**src/rtl/eeg_spi_sampler.sv**
```systemverilog
// SPI frame sampler for an EEG ADC: waits for data-ready and clocks out one status word plus NCH channel words.
// Each channel word's upper 16 bits are emitted as a one-cycle valid strobe. Define EEG_SPI_STATUS_CHECK_EN to validate the status header.
`timescale 1ns/1ps

module eeg_spi_sampler #(
    parameter int NCH     = 8,
    parameter int CLK_DIV = 4
) (
    input  logic        clk,
    input  logic        rst,
    input  logic        drdy_n,
    input  logic        spi_miso,
    output logic        spi_cs_n,
    output logic        spi_sclk,
    output logic        spi_mosi,
    output logic        valid,
    output logic [15:0] x_out,
    output logic [2:0]  ch_idx,
    output logic        busy,
    output logic        frame_err,
    output logic        overrun
);

    localparam int DW = (CLK_DIV > 1) ? $clog2(CLK_DIV) : 1;

    typedef enum logic [1:0] {IDLE, CS_SETUP, SHIFT, CS_HOLD} state_t;

    state_t          state, state_n;
    logic            drdy_s1, drdy_s2, drdy_prev;
    logic            frame_start;
    logic [DW-1:0]   div_cnt;
    logic            div_last;
    logic            half_low, half_low_n;
    logic            sclk_n;
    logic            capture;
    logic [4:0]      bit_in_word;
    logic [3:0]      word_idx;
    logic            last_bit;
    logic [22:0]     shreg;
    logic            bad_frame;

    assign spi_mosi = 1'b0;

    // drdy_n is asynchronous to clk; a falling edge after two flops marks a new frame.
    always_ff @(posedge clk) begin
        if (rst) begin
            drdy_s1   <= 1'b1;
            drdy_s2   <= 1'b1;
            drdy_prev <= 1'b1;
        end else begin
            // NOTE: sequential state uses non-blocking assignments so every flop samples pre-edge values.
            drdy_s1   <= drdy_n;
            drdy_s2   <= drdy_s1;
            drdy_prev <= drdy_s2;
        end
    end

    assign frame_start = drdy_prev & ~drdy_s2;
    assign div_last    = (div_cnt == DW'(CLK_DIV - 1));
    assign capture     = (state == SHIFT) && half_low && div_last;
    assign last_bit    = capture && (bit_in_word == 5'd23) && (word_idx == 4'(NCH));

    always_ff @(posedge clk) begin
        if (rst) state <= IDLE;
        else     state <= state_n;
    end

    always_comb begin
        // NOTE: every always_comb output gets a default first so no path can infer a latch.
        state_n    = state;
        half_low_n = 1'b0;
        case (state)
            IDLE:     if (frame_start) state_n = CS_SETUP;
            CS_SETUP: if (div_last)    state_n = SHIFT;
            SHIFT: begin
                half_low_n = div_last ? ~half_low : half_low;
                if (last_bit) state_n = CS_HOLD;
            end
            CS_HOLD:  if (div_last)    state_n = IDLE;
            default:                   state_n = IDLE;
        endcase
        sclk_n = (state_n == SHIFT) && !half_low_n;
    end

    // SPI pins and busy are registered from next-state values so they are glitch-free yet cycle-aligned with state.
    always_ff @(posedge clk) begin
        if (rst) begin
            div_cnt     <= '0;
            half_low    <= 1'b0;
            bit_in_word <= '0;
            word_idx    <= '0;
            shreg       <= '0;
            bad_frame   <= 1'b0;
            spi_cs_n    <= 1'b1;
            spi_sclk    <= 1'b0;
            busy        <= 1'b0;
            valid       <= 1'b0;
            x_out       <= '0;
            ch_idx      <= '0;
            frame_err   <= 1'b0;
            overrun     <= 1'b0;
        end else begin
            valid     <= 1'b0;
            frame_err <= 1'b0;
            overrun   <= frame_start && (state != IDLE);
            spi_cs_n  <= (state_n == IDLE);
            spi_sclk  <= sclk_n;
            busy      <= (state_n != IDLE);
            half_low  <= half_low_n;

            if (state == IDLE || div_last) div_cnt <= '0;
            else                           div_cnt <= div_cnt + 1'b1;

            if (state == IDLE) begin
                bit_in_word <= '0;
                word_idx    <= '0;
                bad_frame   <= 1'b0;
            end else if (capture) begin
                shreg <= {shreg[21:0], spi_miso};
                if (bit_in_word == 5'd23) begin
                    bit_in_word <= '0;
                    word_idx    <= word_idx + 1'b1;
                    if (word_idx == 4'd0) begin
`ifdef EEG_SPI_STATUS_CHECK_EN
                        // Status header bits [23:20] must read 4'b1100; otherwise drop this frame's samples.
                        if (shreg[22:19] != 4'b1100) begin
                            frame_err <= 1'b1;
                            bad_frame <= 1'b1;
                        end
`endif
                    end else if (!bad_frame) begin
                        // The completed word is {shreg, spi_miso}; its top 16 bits sit in shreg[22:7].
                        valid  <= 1'b1;
                        x_out  <= shreg[22:7];
                        ch_idx <= 3'(word_idx - 4'd1);
                    end
                end else begin
                    bit_in_word <= bit_in_word + 1'b1;
                end
            end
        end
    end

endmodule

```
**config.mk**
```make
export PLATFORM = sky130hd
export DESIGN_NAME = eeg_spi_sampler
export DESIGN_NICKNAME = d
export VERILOG_FILES = /design/src/rtl/eeg_spi_sampler.sv
export SDC_FILE = /design/constraint.sdc
export NUM_CORES = 1
export LEC_CHECK = 0
export ABC_AREA = 1
export BUFFER_PORTS_ARGS = -buffer_cell sky130_fd_sc_hd__clkbuf_2
export CELL_PAD_IN_SITES_DETAIL_PLACEMENT = 1
export CELL_PAD_IN_SITES_GLOBAL_PLACEMENT = 1
export CORE_MARGIN = 1
export CORE_UTILIZATION = 40
export CTS_BUF_LIST = sky130_fd_sc_hd__clkbuf_8
export CTS_CLUSTER_SIZE = 40
export DETAILED_ROUTE_END_ITERATION = 8
export PLACE_DENSITY = 0.85
export SLEW_MARGIN = 30
export SYNTH_ARGS = -nofsm -noshare
export SYNTH_HDL_FRONTEND = slang
export SYNTH_SLANG_ARGS = --single-unit
```
**constraint.sdc**
```tcl
create_clock -name clk -period 3.9 [get_ports clk]
set_clock_uncertainty 0.1 [all_clocks]
set_input_delay 0.78 -clock clk [delete_from_list [all_inputs] [get_ports clk]]
set_output_delay 0.78 -clock clk [all_outputs]
set_load 0.05 [all_outputs]
```
# == After elaboration in Yosys (flattened, before gate mapping) ==
# Cells that the tools add are included.
# totals
reg_bits,64
input_bits,4
out_inout_bits,26
# op_classes
add_sub_neg,4
eq_ne,7
muxes,8
bitwise,7
n_reduce_logical,19
# ops
cell,n
"equality test 2 bit, second input constant",4
two-way mux 2 bit,4
case mux 2 bit (4 select lines),1
logical AND 1 bit,6
NOT 1 bit,6
"adder 5 x 1 -> 5 bit, second input constant",1
"equality test 5 bit, second input constant",1
two-way mux 5 bit,1
OR reduction 5 bit,1
"adder 4 x 1 -> 4 bit, second input constant",1
"equality test 4 bit, second input constant",1
zero test 2 bit,2
zero test 4 bit,1
AND reduction 2 bit,2
AND reduction 4 bit,1
nonzero test 2 bit,2
OR reduction 2 bit,2
"subtractor 3 x 1 -> 3 bit, second input constant",1
"adder 2 x 1 -> 2 bit, second input constant",1
"equality test 2 x 1 -> 1 bit, second input constant",1
two-way mux 1 bit,2
bitwise AND 1 bit,1
zero test 1 bit,1
logical OR 1 bit,1

# == Depth between registers and ports, before layout ==
# Gate-level depths: netlist of the first run.
# depth
depth_word,9
ltp_mapped,10
depth_no_buf,8

# == Least setup slack after synthesis of the first run ==
# OpenSTA, ideal clock, no wires.
# synth_timing
path_kind,register to register
start,reg div_cnt[0]
end,reg ch_idx[2]
setup_ps,113
arrival_ps,1304
slack_ps,2383
path_stages_with_launch,10
n_path_buf,3
path_cell_list,dfxtp_1 ha_1 buf_2 nand2_2 nor2_4 nand3_1 buf_4 buf_2 nor2_1 nor2_1
# synth_via
elab_chain_len,3
# synth_rtl
element,line_no,text
start: declaration,31,logic [DW-1:0] div_cnt;
start signal: assignment,112,else div_cnt <= div_cnt + 1'b1;
equality test 2 bit,59,assign div_last = (div_cnt == DW'(CLK_DIV - 1));
logical AND 1 bit,60,assign capture = (state == SHIFT) && half_low && div_last;
AND reduction 4 bit (no source line),-,
end signal: assignment,135,ch_idx <= 3'(word_idx - 4'd1);
end: declaration,18,"output logic [2:0] ch_idx,"
# No other way between the ends.
# A chain may end at the register's enable or synchronous reset.

# == Worst setup path after layout of the first run ==
# layout_timing
start,reg div_cnt[0]
end,reg ch_idx[1]
# The elaborated chain is that of the path after synthesis.

==> run summary, run 1 <==
The buffer levels on the longest clock path is 2. Yosys instantiated no cell more often than sky130_fd_sc_hd__nor2_1. The synthesized flop and latch total came out at 64.

The largest net degree at the start of global routing came out at 40. The net switching share of the total power is 0.216. The effective utilization at floorplan is 0.419. Setup violations remaining at the end of the flow were counted as 0. During placement, the flow inserted port buffers numbering 27. In this design, the stage delay of the slowest critical-path cell is 0.51 ns. VDD sags by at most 254 uV.

The non-filler instance count after layout came out at 446. Across the run, the number of max-cap violations was 0. Fill cells in the final layout number 799. The number of antenna diodes is 0.

The total negative slack for setup checks is 0 ns. The relative contribution of the clock network to total power is 0.443. The Yosys step of the flow raised 0 warnings. TritonCTS created 9 clock buffers. The die covers 6590 sq um. The number of standard cells after synthesis came out at 342. The post-layout minimum cycle time came out at 2.16 ns.

Summed over all layers, the global routing overflow is 0. The power density over cell area came out at 432 nW/um^2. Once placement completed, the tool counted placed cells totaling 431. STA puts the critical path data required time at 4.07 ns. Detailed placement finished with a half-perimeter wire length of 3.45 mm. The fraction of final layout cells with drive strength greater than 1 came out at 0.137. The part of the power in combinational logic came out at 0.023. The violation count after the first detailed-route iteration is 105. Setup repair after global routing left no endpoint under its margin.

The signal on the critical path passes through ha_1 -> nand2_2 -> nor2_4 -> nand3_1 -> buf_4 -> nor2_1 -> nand2_1 -> nand2_1. The count of clock tree sinks came out at 64. The count of unique library cells instantiated by Yosys came out at 24. In the final design database the tool counted 376 nets. The final design utilization is 0.476. The endpoint kind of the worst setup timing path is a flop. The total number of vias is 2,141. The worst setup path is launched from a flop.

In this design, the critical path's most frequently occurring cell is sky130_fd_sc_hd__nand2_1. For this design, the slowest cell found on the critical path is sky130_fd_sc_hd__nor2_4. The static leakage came out at 1.46 nW. Among all flip-flop cells after synthesis, the most frequent one is sky130_fd_sc_hd__dfxtp_1. The highest fanout seen on the critical path is 38. The data arrival time of the worst path is 2.34 ns. In this run the remaining antenna-violating nets after routing total 0.

Counting flops with a built-in enable in the synthesized netlist gives 0. The area growth from synthesis to final layout is 13.8%. The setup fix buffers added after clock tree synthesis came out at 0. Clock-pin slew was measured on the worst setup and hold paths at 0.07 ns. The maximum frequency from static timing analysis is 463 MHz. The internal cell power came out at 966 uW. The clock root buffer master is sky130_fd_sc_hd__clkbuf_8. In this run the core area contains 28 standard-cell rows. In this run the vertical extent of the chip is 81.2 um.

The width of the die is 81.2 um. The first-pass GRT wire length is 9.16 mm. The number of buffers inserted by hold repair at cts came out at 0. The mapped cell area came out at 2510 sq um. The worst hold path belongs to the class flop to flop. 30 I/O pins were placed.

The via count of the first global-routing pass came out at 2,060. The run finished with clean final reports. The clock tree synthesis step divided the H-tree into 3 levels. The total count of max-transition violations in the final report was 0. sky130_fd_sc_hd__dfxtp_1 takes more of the synthesized area than any other cell. The fraction of registers with async set/reset came out at 0. The sequential area share after synthesis came out at 0.511. A synthesized cell averages 7.33 sq um.

The wire length per cell came out at 12.1 um. The combined global-route utilization of all metal layers came out at 0.185. The clock insertion delay at the later pin of the skew report came out at 0.33 ns.

The initial antenna violation count is 0. The switching power total is 265 uW. The average via count per standard cell is 4.80.

The number of gates resized after CTS was 0. The share of total power dissipated in sequential elements is 0.535. At the end of routability-driven placement, the weighted congestion stood at 0.807. The commonest cells after synthesis are sky130_fd_sc_hd__nor2_1, sky130_fd_sc_hd__nand2_1, sky130_fd_sc_hd__dfxtp_1.

The area share of the leading cell type in the synthesized netlist came out at 0.511. The core area is 5990 sq um. By area the synthesized netlist is led by sky130_fd_sc_hd__dfxtp_1, sky130_fd_sc_hd__nor2_1, sky130_fd_sc_hd__nand2_1, sky130_fd_sc_hd__inv_1, sky130_fd_sc_hd__o21ai_0. The worst setup path is of the flop to flop kind. For the pin with the worst max-slew slack, the measured transition is 0.614 ns. TritonCTS built the clock tree. In the routed design, unresolved DRC markers number 0. The first-pass iteration count of the detailed router is 4. The final wirelength is 5.38 mm.

The ratio of final minimum period to clock period came out at 0.554. The count of final hold-check violations is 0. The worst slew margin relative to its limit is 0.589.
-- critical path: cells and delay by family, from the launching register on --
kind | cells | cell delay [ns]
fa+ha+maj | 1 | 0.31
buf+inv | 1 | 0.29
flops | 1 | 0.34
simple gates | 6 | 1.04
-- flip-flops by register name, indices dropped and copies added, names as in the netlist, 2 cells and up --
register     cells
shreg           23
word_idx         4
bit_in_word      5
state            2
div_cnt          2
x_out           16
ch_idx           3
-- cell usage in the layout, fill, tap and decap left out, types with 2 or more instances in the layout --
master	n
sky130_fd_sc_hd__clkbuf_8	10
sky130_fd_sc_hd__o21ai_0	26
sky130_fd_sc_hd__dfxtp_1	64
sky130_fd_sc_hd__conb_1	2
sky130_fd_sc_hd__nand3_1	10
sky130_fd_sc_hd__xor2_1	2
sky130_fd_sc_hd__buf_4	3
sky130_fd_sc_hd__nor2_1	87
sky130_fd_sc_hd__clkinv_2	3
sky130_fd_sc_hd__a21oi_1	12
sky130_fd_sc_hd__inv_1	37
sky130_fd_sc_hd__inv_2	2
sky130_fd_sc_hd__nor3_1	3
sky130_fd_sc_hd__ha_1	5
sky130_fd_sc_hd__or2_2	3
sky130_fd_sc_hd__nand2_1	67
sky130_fd_sc_hd__clkbuf_2	27
sky130_fd_sc_hd__nand4_1	2
-- per-stage QoR --
step                      cell area [sq um]  power (mW)  hold slack [ns]  setup slack (ns)
after detailed placement               2670       0.701            0.297              1.76
after global placement                 2670       0.700            0.292              1.57
after floorplan                        2510       0.695            0.289              2.38
final                                  2850        1.23            0.311              1.74
after global routing                   2850        1.28            0.340              1.50
after CTS                              2850        1.25            0.314              1.71
-- logic make-up after synthesis --
family | after synthesis | synth area share
buffers and inverters | 55 | 0.0953
adder cells (fa/ha/maj) | 5 | 0.0250
AO/OA/AOI/OAI | 40 | 0.0818
XOR/XNOR | 2 | 0.00699
other | 1 | 0.00150
flip-flops | 64 | 0.511
AND/OR/NAND/NOR | 175 | 0.278
-- power by group through the flow --
stage,clock (mW),combinational (mW),sequential (mW)
finish,0.545,0.0279,0.658
global route,0.594,0.0302,0.658
CTS,0.563,0.0282,0.658
detailed placement,0,0.0282,0.673
global placement,0,0.0273,0.673
floorplan,0,0.0180,0.677
-- worst paths after layout --
kind / start / cells after the start / slack (ns) / to
max: div_cnt[0] / 8 / 1.74 / ch_idx[1]
min: drdy_s1 / 1 / 0.31 / drdy_s2
max reg2reg: div_cnt[0] / 8 / 1.74 / ch_idx[1]
min reg2reg: drdy_s1 / 1 / 0.31 / drdy_s2
-- per-layer routing --
metal	up-vias	track usage	wire [um]
met3	11	0.0404	145
met4	0	0.102	93
met5	-	0	0
li1	1088	-	-
met2	33	0.310	2590
met1	1009	0.219	2550
-- area by class of cell --
type	instances	area (sq um)	share of cell area
flip-flops and latches	64	1280	0.449
multi-input cells	224	991	0.347
repair buffers	30	158	0.0553
inverters	38	143	0.0500
clock buffers	10	138	0.0482
well taps	75	93.8	0.0329
clock inverters	5	48.8	0.0171
Power figures use the tool's default switching activity.
==> run 2, diff against run 1 <==
- CORE_UTILIZATION: 40 -> 39
- PLACE_DENSITY: 0.85 -> 0.86
- clock period: 3.9 -> 1.9 ns (I/O delays scaled with it)
==> run 2 against run 1 <==
Cell count rose by 0.90%. Sequential share of layout area down 0.91 points. Core utilization increased by 0.42 points. Sequential power increased by 110%. First-iteration DRC count fell by 26%. Maximum frequency up 37%. Clock power grew 110%. Combinational power grew 110%. Via count fell by 1.2%. Total power rose by 110%. Critical path type unchanged. Critical endpoint is now bit_in_word[4]. Highest routed layer unchanged.
==> run summary, run 2 (synthesis results as in run 1) <==
The flow ran to the end, and the final reports show no timing, DRC or antenna violations. For the pin with the worst max-slew slack, the measured transition is 0.512 ns. The number of maximum-capacitance violations came out at 0. The weighted congestion at the end of routability-driven global placement came out at 0.728. The maximum frequency from static timing analysis came out at 635 MHz. The detailed placement HPWL came out at 3.52 mm. Data on the critical path arrives at its endpoint at 1.76 ns. The highest fanout seen on the critical path came out at 15. The initial antenna violation count is 0. The worst hold path belongs to the class input port to flop.

After detailed routing, the number of remaining DRC violations is 0. The wire length per cell is 11.8 um. The number of buffers created by CTS came out at 9. Data on the critical path is required at its endpoint by 2.09 ns. The first-pass iteration count of the detailed router came out at 4. The die span in y came out at 82.2 um. In the final layout, the registers with the most flip-flops are shreg: 23 flops, x_out: 16 flops, bit_in_word: 5 flops.

The total of fill cells in the finished design is 793. The maximum cell stage delay along the critical path is 0.34 ns. Counting I/O delays and the setup requirement, the final critical path takes 1.57 ns.

The violation count after the first detailed-route iteration is 78. The power density over cell area came out at 887 nW/um^2. The worst setup path is launched from a flop. The worst vdd rail ir drop is 458 uV. The source of the critical timing path is div_cnt[0]. The floorplan has 28 rows. The static leakage is 1.49 nW. The fraction of final layout cells with drive strength greater than 1 came out at 0.144. The clock insertion delay at the later pin of the skew report is 0.34 ns. During I/O placement, the number of pins put on the boundary was 30. The standard cell with the maximum stage delay on the critical path is sky130_fd_sc_hd__dfxtp_1. The number of antenna diodes came out at 0.

The worst hold path startpoint is drdy_n. The remaining global-route overflow came out at 0. The width of the die came out at 82.2 um. The area growth from synthesis to final layout came out at 16.1%. The combined global-route utilization of all metal layers is 0.180. The number of buffers inserted by hold repair at cts came out at 0.

By startpoint and endpoint, the worst setup path is classified as flop to flop. The cell area after layout is 2910 sq um. The core area came out at 6060 sq um. The via count of the first global-routing pass came out at 2,070. Traced cell by cell, the critical path runs through ha_1 -> nand2_2 -> nor2_4 -> buf_4 -> nand3_1 -> nand2_1 -> nand2_1 -> nor2_1. CTS built an H-tree with a depth of 3. The top cell types in the final layout, fill and taps aside, are sky130_fd_sc_hd__nor2_1, sky130_fd_sc_hd__nand2_1, sky130_fd_sc_hd__dfxtp_1. The clock slew at the register clock pins of the worst setup and hold paths came out at 0.07 ns. For this configuration, the core starts out at a cell density of 0.414. The number of setup buffers added after CTS is 0. The first-pass GRT wire length came out at 9.00 mm. The buffer levels on the longest clock path is 2. For this block, the routed nets add up to 5.30 mm of wire. The worst pin sits at a relative slew slack of 0.658. In this design, the critical path's most frequently occurring cell is sky130_fd_sc_hd__nand2_1.

The design draws 2.58 mW. The post-placement setup slack came out at 0.325 ns. Leaving out fill and tap cells, the most frequent cell in the layout is sky130_fd_sc_hd__nor2_1. Setup repair after global routing left no endpoint under its margin.

The count of clock tree sinks came out at 64. The number of input and output port buffers inserted is 27. The ratio of final minimum period to clock period came out at 0.828. The endpoint kind of the worst setup timing path is a flop.

At the end of the flow the core is filled with cells to 0.480. The largest register by flop count is shreg. The count of final hold-check violations is 0. The tree is rooted in a sky130_fd_sc_hd__clkbuf_8.

The number of routed nets with antenna violations came out at 0. The total number of vias came out at 2,115. The CTS tree is built. The total count of max-transition violations in the final report came out at 0. The final worst-path setup slack came out at 0.326 ns. The critical register-to-register path startpoint is div_cnt[0]. The number of flip-flops under the largest register name came out at 23. The instance area after placement is 2710 sq um. After clock tree synthesis, the repair step resized 0 gates.

The final layout net count came out at 379. In the routed layout, each cell is associated on average with a via count of 4.70. The final count of negative-setup-slack endpoints came out at 0. The largest net degree at the start of global routing is 43. The total die area is 6750 sq um. The total negative slack for setup checks came out at 0 ns.
## run 2: changes by cell type in the layout (fill, tap and decap cells not counted)
cell / change
sky130_fd_sc_hd__clkinv_2: -1
sky130_fd_sc_hd__buf_12: +2
sky130_fd_sc_hd__buf_4: +1
sky130_fd_sc_hd__clkinvlp_4: +1
sky130_fd_sc_hd__inv_2: -1
sky130_fd_sc_hd__clkinv_4: +1
sky130_fd_sc_hd__inv_1: +1
## run 2: critical path, delay by kind of cell, from the launching register on
kind | cells | cell delay (ns)
and+or+nand+nor | 6 | 0.64
DFF | 1 | 0.34
buffers and inverters | 1 | 0.23
adders and majority gates | 1 | 0.19
## run 2: per-stage QoR
| step | std cells | hold WS [ns] |
|---|---|---|
| after global routing | 450 | 0.102 |
| after CTS | 450 | 0.0996 |
| after detailed placement | 434 | 0.305 |
| final | 450 | 0.114 |
| after global placement | 434 | 0.293 |
| after floorplan | 343 | 0.289 |
## run 2: worst paths after layout
kind	to	slack (ns)	cells past startpoint
min	drdy_s1	0.11	2
max reg2reg	bit_in_word[4]	0.33	8
min reg2reg	drdy_s2	0.32	1
max	bit_in_word[4]	0.33	8
## run 2: area by class of cell
class / count / area, sq um / share of cell area
Clock buffer: 10 / 138 / 0.0473
Clock inverter: 6 / 60.1 / 0.0206
Inverter: 38 / 143 / 0.0490
Multi-Input combinational cell: 224 / 991 / 0.340
Sequential cell: 64 / 1280 / 0.440
Tap cell: 75 / 93.8 / 0.0322
Timing Repair Buffer: 33 / 205 / 0.0705
## run 2: routing by layer
metal,wire (um),track usage
met3,155,0.0527
met4,85,0.0895
met1,2460,0.202
met2,2600,0.311
met5,0,0
## run 2: report_power, final
part / leakage [nW] / total, mW / internal, mW / switching (mW)
Combinational: 0.870 / 0.0599 / 0.0152 / 0.0447
Clock: 0.103 / 1.17 / 0.634 / 0.536
Sequential: 0.516 / 1.35 / 1.35 / 0.00360
Total: 1.49 / 2.58 / 2.00 / 0.584
